`src/rtl/mpadder_ctrl.sv`:
```
// mpadder_ctrl: sequencer for the chunked multi-precision adder.
// Drives CSA strobes, chunked resolve and bounded reduce passes.
module mpadder_ctrl #(
   parameter int NUM_CHUNKS = 5,
   parameter int MAX_SUB    = 4
) (
   input  logic       clk,
   input  logic       resetn,
   input  logic       start,
   input  logic [1:0] op,
   input  logic       sub_finished,
   output logic       busy,
   output logic       done,
   output logic       err,
   output logic       enableC,
   output logic       shift,
   output logic       enableCarry,
   output logic       subtract,
   output logic [3:0] chunk
);

   localparam int PW = $clog2(MAX_SUB + 1);
   localparam logic [3:0] LAST = 4'(NUM_CHUNKS - 1);
   localparam logic [PW-1:0] PLAST = PW'(MAX_SUB - 1);

   typedef enum logic [2:0] {
      IDLE, CSA, SHIFT, RES, SUB, DONE
   } state_t;

   state_t        state, state_n;
   logic [3:0]    chunk_q, chunk_n;
   logic [PW-1:0] pass_q, pass_n;
   logic          reduce_q, reduce_n;
   logic          err_q, err_n;

   // state and counter registers
   always_ff @(posedge clk or negedge resetn) begin
      if (!resetn) begin
         state    <= IDLE;
         chunk_q  <= '0;
         pass_q   <= '0;
         reduce_q <= 1'b0;
         err_q    <= 1'b0;
      end else begin
         state    <= state_n;
         chunk_q  <= chunk_n;
         pass_q   <= pass_n;
         reduce_q <= reduce_n;
         err_q    <= err_n;
      end
   end

   // next state; pass_q counts failed subtract passes
   always_comb begin
      state_n  = state;
      chunk_n  = chunk_q;
      pass_n   = pass_q;
      reduce_n = reduce_q;
      err_n    = err_q;
      unique case (state)
         IDLE: begin
            if (start) begin
               reduce_n = op[1] & op[0];
               err_n    = 1'b0;
               pass_n   = '0;
               chunk_n  = '0;
               unique case (op)
                  2'b00:   state_n = CSA;
                  2'b01:   state_n = SHIFT;
                  default: state_n = RES;
               endcase
            end
         end
         CSA, SHIFT: state_n = DONE;
         RES: begin
            if (chunk_q == LAST) begin
               chunk_n = '0;
               state_n = reduce_q ? SUB : DONE;
            end else begin
               chunk_n = chunk_q + 4'd1;
            end
         end
         SUB: begin
            if (chunk_q == LAST) begin
               chunk_n = '0;
               if (sub_finished) begin
                  state_n = DONE;
               end else if (pass_q == PLAST) begin
                  err_n   = 1'b1;
                  state_n = DONE;
               end else begin
                  pass_n = pass_q + 1'b1;
               end
            end else begin
               chunk_n = chunk_q + 4'd1;
            end
         end
         DONE:    state_n = IDLE;
         default: state_n = IDLE;
      endcase
   end

   assign busy        = (state != IDLE);
   assign done        = (state == DONE);
   assign err         = err_q;
   assign enableC     = (state == CSA);
   assign shift       = (state == SHIFT);
   assign enableCarry = (state == RES) || (state == SUB);
   assign subtract    = (state == SUB);
   assign chunk       = chunk_q;

endmodule
```
`config.mk`:
```
export PLATFORM = sky130hd
export DESIGN_NAME = mpadder_ctrl
export DESIGN_NICKNAME = d
export VERILOG_FILES = /design/src/rtl/mpadder_ctrl.sv
export SDC_FILE = /design/constraint.sdc
export NUM_CORES = 1
export LEC_CHECK = 0
export BUFFER_PORTS_ARGS = -buffer_cell sky130_fd_sc_hd__buf_2
export CORE_MARGIN = 2
export CORE_UTILIZATION = 46
export DETAILED_ROUTE_END_ITERATION = 12
export HOLD_SLACK_MARGIN = 0.05
export PLACE_DENSITY = 0.72
export SYNTH_ARGS = -nofsm -noshare
export SYNTH_HDL_FRONTEND = slang
export SYNTH_SLANG_ARGS = --single-unit
```
`constraint.sdc`:
```
create_clock -name clk -period 1.5 [get_ports clk]
set_input_delay 0.15 -clock clk [delete_from_list [all_inputs] [get_ports clk]]
set_output_delay 0.15 -clock clk [all_outputs]
set_load 0.02 [all_outputs]
```
==> results of run 1 <==
[state kept, by name, summed over array words and instances, names as in the netlist]
| signal | flops |
|---|---|
| pass_q | 3 |
| state | 3 |
| reduce_q | 1 |
| err | 1 |
| chunk | 4 |
[stage by stage]
step | hold slack, ns | TNS, ns
4_1_cts | 0.114 | -0.263
2_1_floorplan | -0.146 | -0.0639
3_3_place_gp | 0.0445 | -0.0578
5_1_grt | 0.139 | -0.503
6_report | 0.121 | -0.181
3_5_place_dp | 0.0449 | -0.143
[kinds of logic after synthesis]
logic type,Yosys count,share of synthesized area [%]
AND/OR/NAND/NOR,31,24.2
flip-flops,12,39.2
adder cells (fa/ha/maj),4,6.54
multiplexers,1,1.47
AO/OA/AOI/OAI,25,23.5
buffers and inverters,10,5.06
[power groups by stage]
stage	sequential, mW	combinational [mW]	clock (mW)
floorplan	0.573	0.671	0
CTS	0.502	1.31	0.272
global route	0.518	1.55	0.284
global placement	0.504	1.09	0
finish	0.505	1.42	0.263
detailed placement	0.506	1.11	0
[cell usage after synthesis]
cell	instances	area (sq um)
a41oi_1	1	8.76
and3_1	1	6.26
o21bai_1	1	7.51
o21ai_1	2	10.0
nor3_1	1	5.00
o21ai_0	2	10.0
nor2_1	5	18.8
o211ai_1	3	22.5
nor3b_1	1	7.51
o31a_1	1	8.76
nand2b_1	3	18.8
inv_1	4	15.0
inv_2	1	3.75
nand3b_1	2	15.0
dfrtp_1	12	300
or4_1	1	7.51
mux2_2	1	11.3
or3b_1	2	17.5
and2_1	1	6.26
nand2_1	2	7.51
a22o_1	1	8.76
a221o_1	2	20.0
or2_1	2	12.5
o22ai_1	1	6.26
a2111oi_0	1	8.76
or3_1	1	6.26
and3b_1	2	17.5
clkbuf_1	4	15.0
nor2b_1	2	12.5
nand3_1	4	20.0
a31oi_1	2	12.5
buf_2	1	5.00
a21oi_1	4	20.0
o31ai_1	2	15.0
ha_1	4	50.1
o211ai_2	1	12.5
nand4_1	1	6.26
a311oi_1	1	8.76
[per-layer routing]
metal  vias up  share of wire, %
met1       375                44
met2        16                49
met5         -                 0
met4         0               3.0
met3         7               3.9
li1        390                 -
[how the worst min path moves through the flow]
| stage | startpoint | endpoint | depth (start not counted) |
|---|---|---|---|
| after detailed placement | resetn | pass_q[1]$_DFFE_PN0P_ | 1 |
| after floorplan | resetn | chunk[0]$_DFFE_PN0P_ | 0 |
| final | op[0] | reduce_q$_DFFE_PN0P_ | 3 |
| after CTS | op[0] | reduce_q$_DFFE_PN0P_ | 3 |
| after global placement | resetn | pass_q[1]$_DFFE_PN0P_ | 1 |
| after global routing | op[0] | reduce_q$_DFFE_PN0P_ | 3 |
[placed cells by master (no fill, tap or decap), types with 3 or more instances in the layout]
cell type,netlist,final
o21ai_1,2,3
nor2_1,5,5
inv_1,4,4
dfrtp_1,12,10
nand2b_1,3,3
a21oi_1,4,3
o211ai_1,3,3
buf_2,1,13
buf_6,0,7
clkbuf_4,0,3
nand3_1,4,4
buf_4,0,17
[tightest hold or removal path: stages]
cell     delay (ns)
buf_2          0.11
nand2_1        0.05
o31ai_1        0.05
[what timing repair did]
| item | 4_1_cts | 5_1_grt |
|---|---|---|
| gates resized for setup | 16 | 6 |
| setup endpoints to repair | 7 | 12 |
| buffers inserted | 3 | 4 |
| hold buffers | 1 | 0 |
| pin swaps | 2 | 4 |
| endpoints found under the hold margin | 12 | 0 |
[area by class of cell]
type	count	area share, %
Clock buffer	4	3.19
Sequential cell	12	26.6
Multi-Input combinational cell	61	41.8
Tap cell	16	1.76
Inverter	5	1.87
Timing Repair Buffer	38	24.8
==> reports/results.ini, run 1 <==
[route]
ant_nets=0
first_pass_iters=4
drt-total-wl_mm=1.99
drc=0
num_vias=788
dr.first_iter.drc_count=16
vias_per_cell=5.79
wl_per_cell_um=14.6

[timing]
period_needed_ns=1.56
fin_crit_sh_pct=104
slew_viol_final=0
finalHoldViolCount=0
worst_slew_pin_slew_ns=0.343
fmax_ghz=0.643
rsz0062_at_grt=yes
finalWorstSetupSlack_ns=-0.0560
setup_viol=5
clock_skew_ns=0.00231
max_slew_margin_pct=77.0

[global_routing]
use_met3_pct=6.00
grt_first_pass_wirelength_mm=3.22
grt-ovfl-total=0
met1_usage_pct=30.4
grt_pass1_vias=710
grt_max_degree=16
grt_use_total_pct=23.1
grtUsageMet2_pct=33.3
grt_busiest_layer=met2
antenna_found_initial=0

[logic_synthesis]
postSynthCellCount=83
avgSynthCellArea_sq_um=9.23
yosysSeqAreaShare_pct=39.2
syn-num-nets=93
synth_area_sq_um=766
yosysUniqueCellTypes=38
synth-warning-count=0
ys_ff_latch=12

[finish]
finalNetCount=131
final_design_area_no_fill_sq_um=1140
multiInputGateArea_sq_um=475
syn_to_final_growth_pct=48.5
ff_latch_area_sq_um=303
insertedDiodeCount=0
fin_util_pct=73.8
layout-drive-gt1-share_pct=46.7
fin_cells=136
fill_cells=110

[clocking]
cts_sinks=12
clk_latency_ns=0.28
path_clk_slew_ns=0.07
cts_buffer_depth=2
clockRootBuffer=clkbuf_4
cts_tree=yes
cts_max_level=1
cts_made_buffers=3

[power_and_ir_drop]
ir_worst_vdd_uv=1170
leakage_nw=0.557
p_clk_share_pct=12.0
p_switching_mw=0.926
seq_power_share_pct=23.1
internal_power_mw=1.27
combPwrFrac_pct=64.9
power.total_mw=2.19
powerDensity_nw_per_um2=1930
netSwitchingFraction_pct=42.2

[placed_design]
numPlacedInstances=124
io_buffers=16
hpwl_mm=1.27
dp_slack_ns=-0.0629
place_area_sq_um=962
place_congestion=0.928

[setup_path]
worstSetupStartpoint=state[1]$_DFFE_PN0P_
critical_path_buf_inv_count=2
crit_slowest_cell=or3b_4
r2r-end=pass_q[2]$_DFFE_PN0P_
worstSetupPathType=flip-flop to primary output
cpPeakStageDelay_ns=0.41
crit_path_cell_trace=or3b_4, buf_6, nand2_4, buf_6
cp_max_fo=4
rrSetupSlack_ns=-0.05
endpoint_kind=primary output
cpMostUsedCell=buf_6
reg2reg_from=pass_q[1]$_DFFE_PN0P_
crit_end=enableCarry
cp.depth=4
rr_worst_depth=5
start_kind=flip-flop
cp.required_ns=1.35
arrival_ns=1.41
path_delay_family=simple AND/OR/NAND/NOR gates

[floorplanning]
start_util_pct=49.7
fp.coreArea_sq_um=1540
die_w_um=44.8
ioPinCount=17
die_y_um=44.8
fp-row-count=14
dieArea_sq_um=2010

[job]
cap_violations=0

[worst_hold_path]
hp-class=input pin to flip-flop

[outcome]
status=finished with violations
violations=setup timing

Power figures use the tool's default switching activity.
==> run 2, diff against run 1 <==
--- a/config.mk
+++ b/config.mk
@@ -10,7 +10,7 @@
 export CORE_UTILIZATION = 46
 export DETAILED_ROUTE_END_ITERATION = 12
 export HOLD_SLACK_MARGIN = 0.05
-export PLACE_DENSITY = 0.72
+export PLACE_DENSITY_LB_ADDON = 0.15
 export SYNTH_ARGS = -nofsm -noshare
 export SYNTH_HDL_FRONTEND = slang
 export SYNTH_SLANG_ARGS = --single-unit
==> constraint.sdc (replaced) <==
create_clock -name clk -period 1.5 [get_ports clk]
set_input_delay 0.15 -clock clk [delete_from_list [all_inputs] [get_ports clk]]
set_output_delay 0.15 -clock clk [all_outputs]
set_load 0.005 [all_outputs]
==> reports/results.ini, run 2 (synthesized netlist as in run 1, its figures left out) <==
[route]
dr.first_iter.drc_count=22  ; was 16
num_vias=834  ; was 788
ant_nets=0  ; unchanged
drt-total-wl_mm=2.17  ; was 1.99 mm
vias_per_cell=5.87  ; was 5.79
drc=0  ; unchanged
first_pass_iters=4  ; unchanged
wl_per_cell_um=15.3  ; was 14.6 um

[timing]
slew_viol_final=0  ; unchanged
period_needed_ns=1.61  ; was 1.56 ns
setup_viol=4  ; was 5
max_slew_margin_pct=74.7  ; was 77.0%
fmax_ghz=0.621  ; was 0.643 GHz
finalHoldViolCount=0  ; unchanged
clock_skew_ns=0.00158  ; was 0.00231 ns
rsz0062_at_grt=yes  ; unchanged
hold_ws_ns=0.134  ; was 0.121 ns
worst_slew_pin_slew_ns=0.377  ; was 0.343 ns
finalWorstSetupSlack_ns=-0.111  ; was -0.0560 ns
fin_crit_sh_pct=107  ; was 104%

[floorplanning]
die_y_um=44.8  ; unchanged
ioPinCount=17  ; unchanged
die_w_um=44.8  ; unchanged
dieArea_sq_um=2010  ; unchanged
start_util_pct=49.7  ; unchanged
fp-row-count=14  ; unchanged
fp.coreArea_sq_um=1540  ; unchanged

[clocking]
cts_tree=yes  ; unchanged
clockRootBuffer=clkbuf_4  ; unchanged
cts_sinks=12  ; unchanged
clk_latency_ns=0.27  ; was 0.28 ns
cts_made_buffers=3  ; unchanged
path_clk_slew_ns=0.08  ; was 0.07 ns
cts_max_level=1  ; unchanged
cts_buffer_depth=2  ; unchanged

[global_routing]
grt_first_pass_wirelength_mm=3.06  ; was 3.22 mm
grt_use_total_pct=20.9  ; was 23.1%
grt_max_degree=16  ; unchanged
grt-ovfl-total=0  ; unchanged
grt_pass1_vias=729  ; was 710
antenna_found_initial=0  ; unchanged

[finish]
final_cell_mix=buf_4, buf_2, dfrtp_1  ; unchanged
layout_commonest_cell=buf_4  ; unchanged
fill_cells=108  ; was 110
layout-drive-gt1-share_pct=49.2  ; was 46.7%
fin_util_pct=78.1  ; was 73.8%
final_design_area_no_fill_sq_um=1200  ; was 1140 sq um
fin_cells=142  ; was 136
insertedDiodeCount=0  ; unchanged
syn_to_final_growth_pct=57.2  ; was 48.5%
finalNetCount=137  ; was 131
largest_register_ffs=4  ; unchanged

[setup_path]
arrival_ns=1.46  ; was 1.41 ns
crit_path_cell_trace=or3b_4, buf_6, nand2_4, buf_6  ; unchanged
start_kind=flip-flop  ; unchanged
crit_slowest_cell=or3b_4  ; unchanged
rrSetupSlack_ns=-0.07  ; was -0.05 ns
cp.required_ns=1.35  ; about the same
cpPeakStageDelay_ns=0.44  ; was 0.41 ns
cpMostUsedCell=buf_6  ; unchanged
cp_max_fo=5  ; was 4
endpoint_kind=primary output  ; unchanged
worstSetupPathType=flip-flop to primary output  ; unchanged

[power_and_ir_drop]
seq_power_share_pct=23.4  ; was 23.1%
ir_worst_vdd_uv=1030  ; was 1170 uV
p_clk_share_pct=11.8  ; was 12.0%
netSwitchingFraction_pct=38.5  ; was 42.2%
powerDensity_nw_per_um2=1850  ; was 1930 nW/um^2
p_switching_mw=0.857  ; was 0.926 mW
combPwrFrac_pct=64.8  ; was 64.9%
internal_power_mw=1.37  ; was 1.27 mW
leakage_nw=0.592  ; was 0.557 nW

[placed_design]
numPlacedInstances=125  ; was 124
place_congestion=0.885  ; was 0.928
hpwl_mm=1.33  ; was 1.27 mm
dp_slack_ns=-0.0984  ; was -0.0629 ns
io_buffers=16  ; unchanged
place_area_sq_um=965  ; was 962 sq um

[outcome]
violations=setup timing  ; unchanged
status=finished with violations  ; unchanged

[job]
cap_violations=0  ; unchanged

[worst_hold_path]
hp-class=input pin to flip-flop  ; unchanged

-- run 2: power groups by stage --
stage | logic (mW) | clock network (mW) | registers (mW)
after floorplan | 0.575 | 0 | 0.530
after global placement | 0.992 | 0 | 0.497
after detailed placement | 1.01 | 0 | 0.501
after CTS | 1.14 | 0.267 | 0.499
after global routing | 1.57 | 0.276 | 0.533
final | 1.44 | 0.262 | 0.521
-- run 2: worst paths after layout --
check                                              to                  start  cells after the start
worst max-delay path                      enableCarry   state[0]$_DFFE_PN0P_                      4
worst min-delay path             reduce_q$_DFFE_PN0P_                  op[0]                      3
worst max register to register  pass_q[2]$_DFFE_PN0P_  pass_q[1]$_DFFE_PN0P_                      5
worst min register to register   reduce_q$_DFFE_PN0P_   reduce_q$_DFFE_PN0P_                      2
max in group asynchronous        chunk[1]$_DFFE_PN0P_                 resetn                      2
min in group asynchronous       pass_q[1]$_DFFE_PN0P_                 resetn                      2
-- run 2: area by class of cell --
type,count,area [sq um],share of cell area (%)
multi-input combinational,61,497,41.3
timing repair buffer,44,329,27.3
sequential,12,300,24.9
clock buffer,4,36.3,3.01
inverter,5,21.3,1.77
tap,16,20.0,1.66
-- run 2: layer usage --
layer	vias up	GRT usage (%)	share of wire, %
met2	24	31.6	50
met4	0	12.9	3.3
met5	-	0	0
met3	10	2.40	3.1
met1	401	28.5	43
li1	399	-	-
-- run 2: critical path, delay by kind of cell (launching register included) --
| kind | cells | cell delay [ns] |
|---|---|---|
| simple gates | 2 | 0.51 |
| buf+inv | 2 | 0.24 |
| flops | 1 | 0.43 |
-- run 2: what timing repair did --
item                                    CTS  global route
pin swaps                                 3             4
endpoints found under the setup margin    8             8
endpoints found under the hold margin    12             0
hold buffers                              1             0
resized for setup                        15            10
gates cloned                              0             2
setup buffers                             1             9
-- run 2: stage by stage --
step / setup TNS, ns / total power [mW]
final: -0.243 / 2.22
after CTS: -0.156 / 1.91
after floorplan: -0.0578 / 1.11
after global placement: -0.123 / 1.49
after detailed placement: -0.287 / 1.51
after global routing: -0.496 / 2.38
